==> src/rtl/dot_row_scheduler.sv <==
`default_nettype none
// ============================================================================
// Module      : dot_row_scheduler
// Description : Issues the chunk reads of a row-by-row dot-product job and
//               tags each issued chunk so that the accumulated value of the
//               last chunk of every row is returned as one row result.
//               A job covers rows x chunks consecutive chunk addresses
//               starting at job_base. The address wraps silently at AW bits.
//
// Ports
//   clk, rst        : rising-edge clock, asynchronous active-high reset
//   job_valid/ready : job handshake, ready only while idle
//   job_base        : first chunk address of the job
//   job_rows        : number of rows in the job
//   job_chunks      : number of chunks per row
//   rd_en, rd_addr  : chunk read issue and its address
//   chunk_first     : first chunk of a row (accumulator starts from zero)
//   acc_start       : datapath enable while issuing or draining
//   stall           : holds issue, counters and address
//   abort           : drops the job, clears the tag pipeline, no done
//   acc_result      : accumulated value from the adder tree datapath
//   res_valid/row/data : one registered result per row, ascending order
//   done            : one-cycle completion pulse
//   perf_cycles     : (DOT_ROW_SCHED_PERF_EN only) cycles spent in ISSUE
//                     and DRAIN for the current or last job, saturating
//
// Optional build macro: DOT_ROW_SCHED_PERF_EN adds the perf_cycles port.
//
// Timing: for a chunk issued in cycle t the tag leaves the pipeline in cycle
// t+LAT-1, acc_result is captured on the edge closing that cycle, and the
// row result is presented in cycle t+LAT.
//
// Revision    : 1.0 - initial release
// ============================================================================
module dot_row_scheduler #(
    parameter int NI  = 8,
    parameter int LAT = 13,
    parameter int AW  = 12,
    parameter int CW  = 8
) (
    input  logic          clk,
    input  logic          rst,
    input  logic          job_valid,
    output logic          job_ready,
    input  logic [AW-1:0] job_base,
    input  logic [CW-1:0] job_rows,
    input  logic [CW-1:0] job_chunks,
    output logic          rd_en,
    output logic [AW-1:0] rd_addr,
    output logic          chunk_first,
    output logic          acc_start,
    input  logic          stall,
    input  logic          abort,
    input  logic [31:0]   acc_result,
    output logic          res_valid,
    output logic [CW-1:0] res_row,
    output logic [31:0]   res_data,
    output logic          done
`ifdef DOT_ROW_SCHED_PERF_EN
    ,
    output logic [31:0]   perf_cycles
`endif
);

    // Registered tag stages; the result output register is the final stage.
    localparam int TD = LAT - 1;

    localparam logic [AW-1:0] ADDR_ONE = 1;
    localparam logic [CW-1:0] CNT_ONE  = 1;

    generate
        if (LAT < 2 || NI < 1) begin : g_param_check
            $error("dot_row_scheduler: LAT must be >= 2 and NI >= 1");
        end
    endgenerate

    typedef enum logic [1:0] {
        S_IDLE  = 2'd0,
        S_ISSUE = 2'd1,
        S_DRAIN = 2'd2,
        S_DONE  = 2'd3
    } state_t;

    state_t        state_q, state_d;
    logic [AW-1:0] addr_q, addr_d;
    logic [CW-1:0] row_q, row_d;
    logic [CW-1:0] chunk_q, chunk_d;
    logic [CW-1:0] rows_q, rows_d;
    logic [CW-1:0] chunks_q, chunks_d;

    logic [TD-1:0] tv_q, tv_d;
    logic [TD-1:0] tl_q, tl_d;
    logic [CW-1:0] tr_q [TD];
    logic [CW-1:0] tr_d [TD];

    logic          res_valid_q, res_valid_d;
    logic [CW-1:0] res_row_q, res_row_d;
    logic [31:0]   res_data_q, res_data_d;

    logic          issue;
    logic          accept;
    logic          last_chunk;
    logic          last_row;
    logic          emerge;

    assign last_chunk = (chunk_q == (chunks_q - CNT_ONE));
    assign last_row   = (row_q == (rows_q - CNT_ONE));
    assign emerge     = tv_q[TD-1] & tl_q[TD-1];

    // ------------------------------------------------------------------
    // Next-state and counter logic
    // ------------------------------------------------------------------
    always_comb begin
        state_d  = state_q;
        addr_d   = addr_q;
        row_d    = row_q;
        chunk_d  = chunk_q;
        rows_d   = rows_q;
        chunks_d = chunks_q;
        issue    = 1'b0;
        accept   = 1'b0;

        unique case (state_q)
            S_IDLE: begin
                if (job_valid && !abort) begin
                    accept   = 1'b1;
                    rows_d   = job_rows;
                    chunks_d = job_chunks;
                    addr_d   = job_base;
                    row_d    = '0;
                    chunk_d  = '0;
                    // An empty job still completes with a done pulse.
                    if (job_rows == '0 || job_chunks == '0) begin
                        state_d = S_DONE;
                    end else begin
                        state_d = S_ISSUE;
                    end
                end
            end
            S_ISSUE: begin
                if (!stall) begin
                    issue = 1'b1;
                    // Chunks are laid out row-major and contiguous, so the
                    // address is a running count rather than row*chunks+chunk.
                    addr_d = addr_q + ADDR_ONE;
                    if (last_chunk) begin
                        chunk_d = '0;
                        if (last_row) begin
                            state_d = S_DRAIN;
                        end else begin
                            row_d = row_q + CNT_ONE;
                        end
                    end else begin
                        chunk_d = chunk_q + CNT_ONE;
                    end
                end
            end
            S_DRAIN: begin
                if (tv_q == '0) begin
                    state_d = S_DONE;
                end
            end
            S_DONE: begin
                state_d = S_IDLE;
            end
            default: begin
                state_d = S_IDLE;
            end
        endcase

        if (abort) begin
            state_d = S_IDLE;
            issue   = 1'b0;
        end
    end

    // ------------------------------------------------------------------
    // Tag pipeline and result capture
    // ------------------------------------------------------------------
    always_comb begin
        tv_d = '0;
        tl_d = '0;
        tr_d = '{default: '0};

        tv_d[0] = issue;
        tl_d[0] = issue & last_chunk;
        tr_d[0] = row_q;
        for (int i = 1; i < TD; i++) begin
            tv_d[i] = tv_q[i-1];
            tl_d[i] = tl_q[i-1];
            tr_d[i] = tr_q[i-1];
        end

        if (abort) begin
            tv_d = '0;
            tl_d = '0;
        end

        res_valid_d = emerge & ~abort;
        res_row_d   = res_row_q;
        res_data_d  = res_data_q;
        if (emerge && !abort) begin
            res_row_d  = tr_q[TD-1];
            res_data_d = acc_result;
        end
    end

    always_ff @(posedge clk or posedge rst) begin
        if (rst) begin
            state_q     <= S_IDLE;
            addr_q      <= '0;
            row_q       <= '0;
            chunk_q     <= '0;
            rows_q      <= '0;
            chunks_q    <= '0;
            tv_q        <= '0;
            tl_q        <= '0;
            tr_q        <= '{default: '0};
            res_valid_q <= 1'b0;
            res_row_q   <= '0;
            res_data_q  <= '0;
        end else begin
            state_q     <= state_d;
            addr_q      <= addr_d;
            row_q       <= row_d;
            chunk_q     <= chunk_d;
            rows_q      <= rows_d;
            chunks_q    <= chunks_d;
            tv_q        <= tv_d;
            tl_q        <= tl_d;
            tr_q        <= tr_d;
            res_valid_q <= res_valid_d;
            res_row_q   <= res_row_d;
            res_data_q  <= res_data_d;
        end
    end

    // ------------------------------------------------------------------
    // Outputs
    // ------------------------------------------------------------------
    assign job_ready   = (state_q == S_IDLE);
    assign rd_en       = issue;
    assign rd_addr     = addr_q;
    assign chunk_first = issue & (chunk_q == '0);
    assign acc_start   = (state_q == S_ISSUE) || (state_q == S_DRAIN);
    // A result or done already registered for this cycle is masked by abort.
    assign res_valid   = res_valid_q & ~abort;
    assign res_row     = res_row_q;
    assign res_data    = res_data_q;
    assign done        = (state_q == S_DONE) & ~abort;

`ifdef DOT_ROW_SCHED_PERF_EN
    logic [31:0] perf_q, perf_d;

    always_comb begin
        perf_d = perf_q;
        if (accept) begin
            perf_d = '0;
        end else if (acc_start && (perf_q != '1)) begin
            perf_d = perf_q + 32'd1;
        end
    end

    always_ff @(posedge clk or posedge rst) begin
        if (rst) begin
            perf_q <= '0;
        end else begin
            perf_q <= perf_d;
        end
    end

    assign perf_cycles = perf_q;
`endif

endmodule
`default_nettype wire

==> config.mk <==
export PLATFORM = sky130hd
export DESIGN_NAME = dot_row_scheduler
export DESIGN_NICKNAME = d
export VERILOG_FILES = /design/src/rtl/dot_row_scheduler.sv
export SDC_FILE = /design/constraint.sdc
export NUM_CORES = 1
export LEC_CHECK = 0
export BUFFER_PORTS_ARGS = -buffer_cell sky130_fd_sc_hd__buf_2
export CAP_MARGIN = 10
export CORE_ASPECT_RATIO = 0.7
export CORE_MARGIN = 3
export CORE_UTILIZATION = 40
export CTS_BUF_LIST = sky130_fd_sc_hd__clkbuf_4 sky130_fd_sc_hd__clkbuf_8 sky130_fd_sc_hd__clkbuf_16
export DETAILED_ROUTE_END_ITERATION = 6
export PLACE_DENSITY = 0.56
export SYNTH_ARGS = -nofsm -noshare
export SYNTH_HDL_FRONTEND = slang
export SYNTH_SLANG_ARGS = --single-unit
==> constraint.sdc <==
create_clock -name clk -period 11.04 [get_ports clk]
set_input_delay 2.208 -clock clk [delete_from_list [all_inputs] [get_ports clk]]
set_output_delay 2.208 -clock clk [all_outputs]
set_load 0.02 [all_outputs]
==> impl_metrics.yaml, run 1 <==
outcome:
  run_status: "completed"
grt:
  grtUsageTotal_pct: 14.7
  grt_max_degree: 149
  antenna_found_initial: 0
  grt_pass1_vias: 5296
  grt_overflow: 0
  grt_pass1_wl_um: 26000
pwr:
  p_sw_uw: 681
  sw_frac_of_total_pct: 31.5
  power_mw: 2.16
  pwr-share-comb_pct: 22.0
  power.internal_mw: 1.48
  peakVddDrop_mv: 0.101
  p_leak_nw: 4.77
  powerDensity_mw_per_mm2: 232
  p_seq_share_pct: 47.2
  power_frac_clock_pct: 30.7
timing:
  drv_slew: 0
  rsz0062_at_grt: "false"
  fin_setup_tns_ps: 0
  fin_crit_sh_pct: 50.9
  fmax_mhz: 178
  holdWs_ps: 343
  hold_viol_final: 0
  finalSetupViolations: 0
  relSlewSlack_pct: 35.1
  tightest_slew_ps: 973
  clock_skew_ps: 10.3
  min_period_ps: 5620
clock_network:
  cts_tree: "done"
  path_clk_slew_ps: 60
  clk_latency_ps: 490
  ctsResizeCount: 0
  clockRootBuffer: "clkbuf_16"
  ctsHoldBuffers: 0
  cts_inserted_buffers: 20
  clockBufferDepth: 3
  cts_sinks: 207
  cts_max_level: 1
  post_cts_buffers: 0
placed_design:
  io_buffer_count: 122
  gp_congestion: 0.856
  dpl.hpwl_um: 10300
floorplan:
  dieHeight_um: 123
  die_width_um: 173
  coreArea_mm2: 0.0185
  io_pins: 123
  initial_utilization_pct: 42.0
  die_area_mm2: 0.0212
  num_rows: 41
drt:
  firstDrtPassIters: 4
  via_per_inst: 4.90
  num_vias: 5155
  postRouteWirelength_um: 15500
  final_antenna_net_count: 0
  drc: 0
  routedWlPerCell_um: 14.7
  dr.first_iter.drc_count: 361
synth:
  synth_seq_cells: 207
  async_reset_ff_share_pct: 100
  synth_ff_type: "dfrtp_1"
  synth_edf_count: 0
  netlist_instances: 657
  syn_nets: 732
  synth-seq-area-share_pct: 66.6
  avgSynthCellArea_um2: 11.8
  ys_warn_count: 0
  netlist_area_mm2: 0.00778
  ys_types: 59
worst_setup_path:
  cp-endpoint: "chunk_first"
  start_kind: "input port"
  crit_fanout: 32
  required_ps: 8830
  crit_path_frequent_cell: "buf_2"
  regToRegEndpoint: "chunk_q[7]"
  r2r-start: "state_q[1]"
  slowest_delay_ps: 430
  cp-end-kind: "output pin"
  rrSetupSlack_ps: 8060
  crit_slowest_cell: "nor3_1"
  worstPathCellList: "buf_2 > nor3_1 > nand2_1 > nor4_1 > buf_2"
  crit_path_start: "abort"
  arrival_ps: 3410
  rr_worst_depth: 8
  worst-setup-path-type: "input port to output pin"
cells_and_area:
  final_cell_mix: "dfrtp_1 (207), nand2_1 (159), buf_2 (122)"
  antenna_cells: 0
  fin_nets: 856
  drive_above_1_share_pct: 24.7
  areaGrowthSynthToFinish_pct: 19.6
  num-fill-cells: 1617
  layout_commonest_cell: "dfrtp_1"
min_path:
  hp-class: "register to register"
run:
  maxCapViolations: 0
[per-layer routing]
layer / vias to the layer above / global-route usage (%) / share of wire (%)
met1: 2530 / 20.7 / 48
met4: 0 / 3.74 / 1.5
met3: 19 / 3.80 / 6.4
li1: 2436 / - / -
met2: 170 / 23.0 / 44
met5: - / 0 / 0
[worst max-delay path: cells and delay by family]
kind	cells	cell delay, ps
and+or+nand+nor	3	710
buffers and inverters	2	480
[synthesized netlist by cell type (6+ instances only)]
library cell  number  area share [%]
a21oi_1           24             1.5
and3_1             6            0.48
clkbuf_1          19            0.92
dfrtp_1          207              67
ha_1              10             1.6
inv_1             24             1.2
mux2_2            16             2.3
mux2i_1            7            0.90
nand2_1          159             7.7
nand2b_1           6            0.48
nand3_1           10            0.64
nand4_1            6            0.48
nor2_1            14            0.68
nor2b_1           26             2.1
nor4_1            11            0.88
o21ai_0           14            0.90
o22ai_1           13             1.0
xnor2_1           10             1.1
xor2_1             8            0.90
[power groups by stage]
stage | Clock (mW) | Sequential (mW) | Combinational [mW]
global placement | 0 | 1.02 | 0.460
CTS | 0.688 | 1.02 | 0.478
detailed placement | 0 | 1.03 | 0.475
finish | 0.664 | 1.02 | 0.476
floorplan | 0 | 1.02 | 0.354
global route | 0.719 | 1.04 | 0.530
[sequential cells by signal, indices dropped and copies added, names as in the netlist]
register,flops
chunk_q,8
chunks_q,8
rd_addr,12
res_data,32
res_row,8
res_valid_q,1
row_q,8
rows_q,8
state_q,2
tl_q,12
tr_d,88
tr_q,8
tv_q,12
[cells by family after synthesis]
kind of cell	after synthesis	synth area share, %
fa+ha+maj	10	1.61
xor+xnor	19	2.24
flops	207	66.6
compound gates	89	7.93
buf+inv	49	2.62
simple gates	260	15.8
mux	23	3.22
[area by class of cell]
class	count	area, um2	area share (%)
sequential	207	5180	55.7
multi-input combinational	401	2390	25.7
timing repair buffer	127	656	7.05
clock buffer	25	563	6.05
tap	258	323	3.47
inverter	24	97.6	1.05
clock inverter	10	91.3	0.982
[metrics by stage]
stage | instance area, um2 | util, % | cells | worst slack [ps]
after floorplan | 7780 | - | 657 | 3180
after detailed placement | 8630 | 46.6 | 1016 | 5400
after CTS | 9290 | 50.2 | 1051 | 5400
after global placement | 8630 | 46.6 | 1016 | 5450
final | 9300 | 50.2 | 1052 | 5420
after global routing | 9300 | 50.2 | 1052 | 5240
[worst min path at each step]
stage	startpoint	endpoint	slack, ps	depth (start not counted)
5_1_grt	tr_d[84]	tr_d[76]	340	0
3_3_place_gp	tr_d[41]	tr_d[33]	330	0
2_1_floorplan	tr_d[8]	tr_d[0]	330	0
3_5_place_dp	tr_d[31]	tr_d[23]	330	0
4_1_cts	tr_d[48]	tr_d[40]	340	0
6_report	tr_d[59]	tr_d[51]	340	0
Power figures use the tool's default switching activity.
==> run 2, diff against run 1 <==
--- a/config.mk
+++ b/config.mk
@@ -5,6 +5,7 @@
 export SDC_FILE = /design/constraint.sdc
 export NUM_CORES = 1
 export LEC_CHECK = 0
+export ABC_AREA = 1
 export BUFFER_PORTS_ARGS = -buffer_cell sky130_fd_sc_hd__buf_2
 export CAP_MARGIN = 10
 export CORE_ASPECT_RATIO = 0.7
==> constraint.sdc (replaced) <==
create_clock -name clk -period 5.8 [get_ports clk]
set_input_delay 1.16 -clock clk [delete_from_list [all_inputs] [get_ports clk]]
set_output_delay 1.16 -clock clk [all_outputs]
set_load 0.02 [all_outputs]
==> impl_metrics.yaml, run 2 <==
pwr:
  peakVddDrop_mv: 0.269
  powerDensity_mw_per_mm2: 417
  p_leak_nw: 5.05
synth:
  synth_common_cells: "nand2_1 (223), dfrtp_1 (207), nor2_1 (87)"
  synth_fa_ha_area_share_pct: 1.60
  synth-compound-area-share_pct: 4.39
  synth_most_common_cell: "nand2_1"
  ys_warn_count: 0
  synth_ff_type: "dfrtp_1"
  synth-simple-area-share_pct: 20.1
  synth-seq-area-share_pct: 66.3
  netlist_area_mm2: 0.00782
  avgSynthCellArea_um2: 9.98
  synth_top_area_cell: "dfrtp_1"
  async_reset_ff_share_pct: 100
  syn_nets: 858
  synth_edf_count: 0
  netlist_instances: 783
  ys_types: 35
  synth_top_family_by_area: "simple AND/OR/NAND/NOR gates"
  synth_seq_cells: 207
  synthMuxAreaShare_pct: 0.432
  synth_xor_area_share_pct: 1.90
  ys_top_cells_by_area: "dfrtp_1 (66%), nand2_1 (11%), nor2_1 (4.2%)"
  post-synth-top-area-fraction_pct: 66.3
clock_network:
  cts_max_level: 1
  ctsHoldBuffers: 0
  clockBufferDepth: 3
  cts_sinks: 207
  cts_tree: "done"
  ctsResizeCount: 0
  post_cts_buffers: 0
  cts_inserted_buffers: 21
  path_clk_slew_ps: 60
  clockRootBuffer: "clkbuf_16"
  clk_latency_ps: 490
outcome:
  run_status: "completed"
worst_setup_path:
  cp_num_buf_inv: 4
  cp-endpoint: "chunk_first"
  critPathTopFamily: "buffers and inverters"
  crit_fanout: 25
  crit_slowest_cell: "ha_1"
  crit_path_frequent_cell: "inv_1"
  slowest_delay_ps: 700
  worst-setup-path-type: "register to output pin"
  crit_path_start: "state_q[1]"
  cp.depth: 7
  worstPathCellList: "inv_1 > ha_1 > inv_1 > nor3_1 > inv_1 > nor2_1 > buf_2"
  rr_worst_depth: 11
  start_kind: "register"
  cp-end-kind: "output pin"
  arrival_ps: 3110
  rrSetupSlack_ps: 2780
  r2r-start: "state_q[1]"
  regToRegEndpoint: "chunk_q[4]"
  required_ps: 4640
grt:
  grt_pass1_wl_um: 25800
  grt_max_degree: 107
  grt_overflow: 0
  grtUsageTotal_pct: 14.6
  antenna_found_initial: 0
  grt_pass1_vias: 5135
floorplan:
  dieHeight_um: 123
  initial_utilization_pct: 41.1
  io_pins: 123
  die_width_um: 173
  die_area_mm2: 0.0213
  coreArea_mm2: 0.0190
  num_rows: 42
drt:
  routedWlPerCell_um: 12.8
  dr.first_iter.drc_count: 344
  final_antenna_net_count: 0
  drc: 0
  num_vias: 5430
  via_per_inst: 4.57
  postRouteWirelength_um: 15200
  firstDrtPassIters: 5
run:
  maxCapViolations: 0
placed_design:
  io_buffer_count: 122
  gp_congestion: 0.825
  dpl.hpwl_um: 10000
cells_and_area:
  antenna_cells: 0
  largest_register_ffs: 88
  layout_commonest_cell: "nand2_1"
  drive_above_1_share_pct: 19.4
  num-fill-cells: 1806
  areaGrowthSynthToFinish_pct: 20.6
  final_cell_mix: "nand2_1 (223), dfrtp_1 (207), buf_2 (122)"
  fin_nets: 985
timing:
  holdWs_ps: 342
  min_period_ps: 4270
  relSlewSlack_pct: 22.9
  drv_slew: 0
  hold_viol_final: 0
  rsz0062_at_grt: "false"
  tightest_slew_ps: 1150
  fin_setup_tns_ps: 0
  fmax_mhz: 234
  fin_crit_sh_pct: 73.6
  finalSetupViolations: 0
  clock_skew_ps: 9.67
min_path:
  hold_start: "tr_d[73]"
  hp-class: "register to register"
run 2: cell count changes after synthesis, moves of 12 or more:
cell	previous run	this run
nor2_1	14	87
nand2_1	159	223
inv_1	24	83
nor2b_1	26	0
nand3_1	10	32
mux2_2	16	3
o22ai_1	13	1
run 2: cells by family after synthesis:
logic type	after synthesis
AND/OR/NAND/NOR	377
flip-flops	207
XOR/XNOR	17
buffers and inverters	107
AO/OA/AOI/OAI	62
multiplexers	3
adder cells (fa/ha/maj)	10
run 2: area by class of cell:
cell class                      count  area (um2)  area share (%)
Sequential cell                   207        5180            55.0
Multi-Input combinational cell    469        2220            23.6
Inverter                           85         323            3.42
Clock inverter                     10         129            1.37
Timing Repair Buffer              126         653            6.93
Clock buffer                       27         589            6.25
Tap cell                          264         330            3.50
run 2: metrics by stage:
step,util [%],cell area [um2],setup WS [ps],cells,power (mW)
finish,49.5,9430,1530,1188,3.93
global route,49.5,9430,1210,1188,4.18
CTS,49.5,9430,1450,1188,3.98
detailed placement,45.8,8710,1990,1151,2.57
global placement,45.8,8710,2090,1151,2.56
floorplan,-,7820,1950,783,2.35
run 2: per-layer routing:
layer	GRT usage [%]	part of all wire (%)
met5	0	0
met4	3.29	1.7
met3	3.25	5.9
met2	19.7	38
met1	23.6	55
run 2: worst min path at each step:
stage,end,slack (ps),cells after the start
after floorplan,tr_d[0],330,0
after detailed placement,tr_d[0],330,0
final,tr_d[65],340,0
after global placement,tr_d[11],330,0
after CTS,tr_d[65],340,0
after global routing,tr_d[35],340,0
run 2: power by group:
group | total (mW) | leakage, nW | internal (mW) | switching (mW)
Clock | 1.39 | 0.365 | 0.852 | 0.536
Sequential | 1.74 | 2.80 | 1.61 | 0.126
Combinational | 0.801 | 1.89 | 0.276 | 0.525
Total | 3.93 | 5.05 | 2.74 | 1.19
==> run 3, diff against run 2 <==
--- a/config.mk
+++ b/config.mk
@@ -13,7 +13,7 @@
 export CORE_UTILIZATION = 40
 export CTS_BUF_LIST = sky130_fd_sc_hd__clkbuf_4 sky130_fd_sc_hd__clkbuf_8 sky130_fd_sc_hd__clkbuf_16
 export DETAILED_ROUTE_END_ITERATION = 6
-export PLACE_DENSITY = 0.56
+export PLACE_DENSITY = 0.58
 export SYNTH_ARGS = -nofsm -noshare
 export SYNTH_HDL_FRONTEND = slang
 export SYNTH_SLANG_ARGS = --single-unit
==> constraint.sdc (replaced) <==
create_clock -name clk -period 3.5 [get_ports clk]
set_input_delay 0.7 -clock clk [delete_from_list [all_inputs] [get_ports clk]]
set_output_delay 0.7 -clock clk [all_outputs]
set_load 0.02 [all_outputs]
==> impl_metrics.yaml, run 3 (synthesis gave the netlist of run 2 again) <==
outcome:
  run_status: "completed"
cells_and_area:
  register_area_mm2: 0.00518
  layout_commonest_cell: "nand2_1"
  multi_input_area_mm2: 0.00222
  drive_above_1_share_pct: 20.2
  largest_register_ffs: 88
  final_core_util_pct: 50.2
  num-fill-cells: 1782
  final_cell_mix: "nand2_1 (223), dfrtp_1 (207), buf_2 (122)"
  antenna_cells: 0
  areaGrowthSynthToFinish_pct: 22.3
  fin_nets: 993
  fin_area_mm2: 0.00956
timing:
  finalSetupViolations: 0
  fmax_mhz: 363
  relSlewSlack_pct: 44.8
  rsz0062_at_grt: "false"
  clock_skew_ps: 9.82
  fin_crit_sh_pct: 78.6
  drv_slew: 0
  tightest_slew_ps: 826
  fin_setup_tns_ps: 0
  hold_viol_final: 0
  min_period_ps: 2750
drt:
  final_antenna_net_count: 0
  postRouteWirelength_um: 15300
  dr.first_iter.drc_count: 307
  drc: 0
  firstDrtPassIters: 7
  routedWlPerCell_um: 12.8
  via_per_inst: 4.56
  num_vias: 5460
floorplan:
  die_area_mm2: 0.0213
  dieHeight_um: 123
  num_rows: 42
  die_width_um: 173
  initial_utilization_pct: 41.1
  coreArea_mm2: 0.0190
  io_pins: 123
placed_design:
  gp_congestion: 0.827
  io_buffer_count: 122
  dpl.hpwl_um: 10300
  placed_area_mm2: 0.00879
grt:
  antenna_found_initial: 0
  grt_pass1_vias: 5170
  grt_max_degree: 51
  grt_pass1_wl_um: 25900
  grt_overflow: 0
  grtUsageTotal_pct: 14.6
clock_network:
  ctsHoldBuffers: 0
  post_cts_buffers: 0
  clockBufferDepth: 3
  clk_latency_ps: 500
  cts_max_level: 1
  cts_inserted_buffers: 21
  clockRootBuffer: "clkbuf_16"
  ctsResizeCount: 0
  path_clk_slew_ps: 60
  cts_tree: "done"
  cts_sinks: 207
pwr:
  powerDensity_mw_per_mm2: 696
  p_leak_nw: 5.12
  peakVddDrop_mv: 0.701
worst_setup_path:
  cp-end-kind: "output pin"
  crit_slowest_cell: "dfrtp_1"
  arrival_ps: 2050
  crit_fanout: 7
  r2r-start: "state_q[1]"
  crit_path_frequent_cell: "inv_1"
  crit_path_start: "state_q[1]"
  worstPathCellList: "inv_1 > ha_1 > inv_1 > nor3_1 > inv_1 > nor2_1 > buf_2"
  required_ps: 2800
  start_kind: "register"
  worst-setup-path-type: "register to output pin"
  slowest_delay_ps: 420
min_path:
  hp-class: "register to register"
  hold_start: "tr_d[13]"
run:
  maxCapViolations: 0
run 3: cell count changes in the layout (fill, tap and decap cells not counted):
cell	previous run	this run
buf_12	1	3
buf_4	3	9
clkbuf_8	3	8
clkinv_2	6	2
run 3: final timing paths:
check | endpoint | slack [ps] | depth (start not counted)
worst max-delay path | chunk_first | 750 | 7
worst min-delay path | tr_d[5] | 340 | 0
worst max register to register | chunk_q[4] | 1190 | 12
worst min register to register | tr_d[5] | 340 | 0
max in group asynchronous | rd_addr[4] | 2410 | 3
min in group asynchronous | rows_q[6] | 360 | 2
run 3: per-stage QoR:
| step | power, mW | worst slack [ps] | std cells | hold slack (ps) |
|---|---|---|---|---|
| final | 6.65 | 748 | 1197 | 340 |
| after global routing | 7.06 | 542 | 1197 | 343 |
| after CTS | 6.74 | 688 | 1197 | 344 |
| after detailed placement | 4.28 | 1030 | 1159 | 335 |
| after global placement | 4.26 | 1060 | 1159 | 331 |
| after floorplan | 3.90 | 114 | 783 | 331 |
run 3: critical path, delay by kind of cell (launching register included):
kind	cells	cell delay, ps
buf+inv	4	460
simple gates	2	360
fa+ha+maj	1	330
flops	1	420
run 3: area by class of cell:
cell class                 count  area share, %
clock buffer                  32           6.88
clock inverter                 6           1.14
inverter                      85           3.38
multi-input combinational    469           23.2
sequential                   207           54.2
tap                          264           3.46
timing repair buffer         134           7.72
run 3: metal layers:
metal  GRT usage, %  wire [um]
met5              0          0
met4           3.59        288
met3           3.41        995
met2           20.6       5940
met1           22.9       8060
run 3: report_power, final:
group          switching, mW  leakage (nW)  total, mW  internal (mW)
combinational          0.881          1.93       1.36          0.479
clock                  0.887         0.385       2.40           1.52
sequential             0.213          2.80       2.88           2.67
total                   1.98          5.12       6.65           4.67
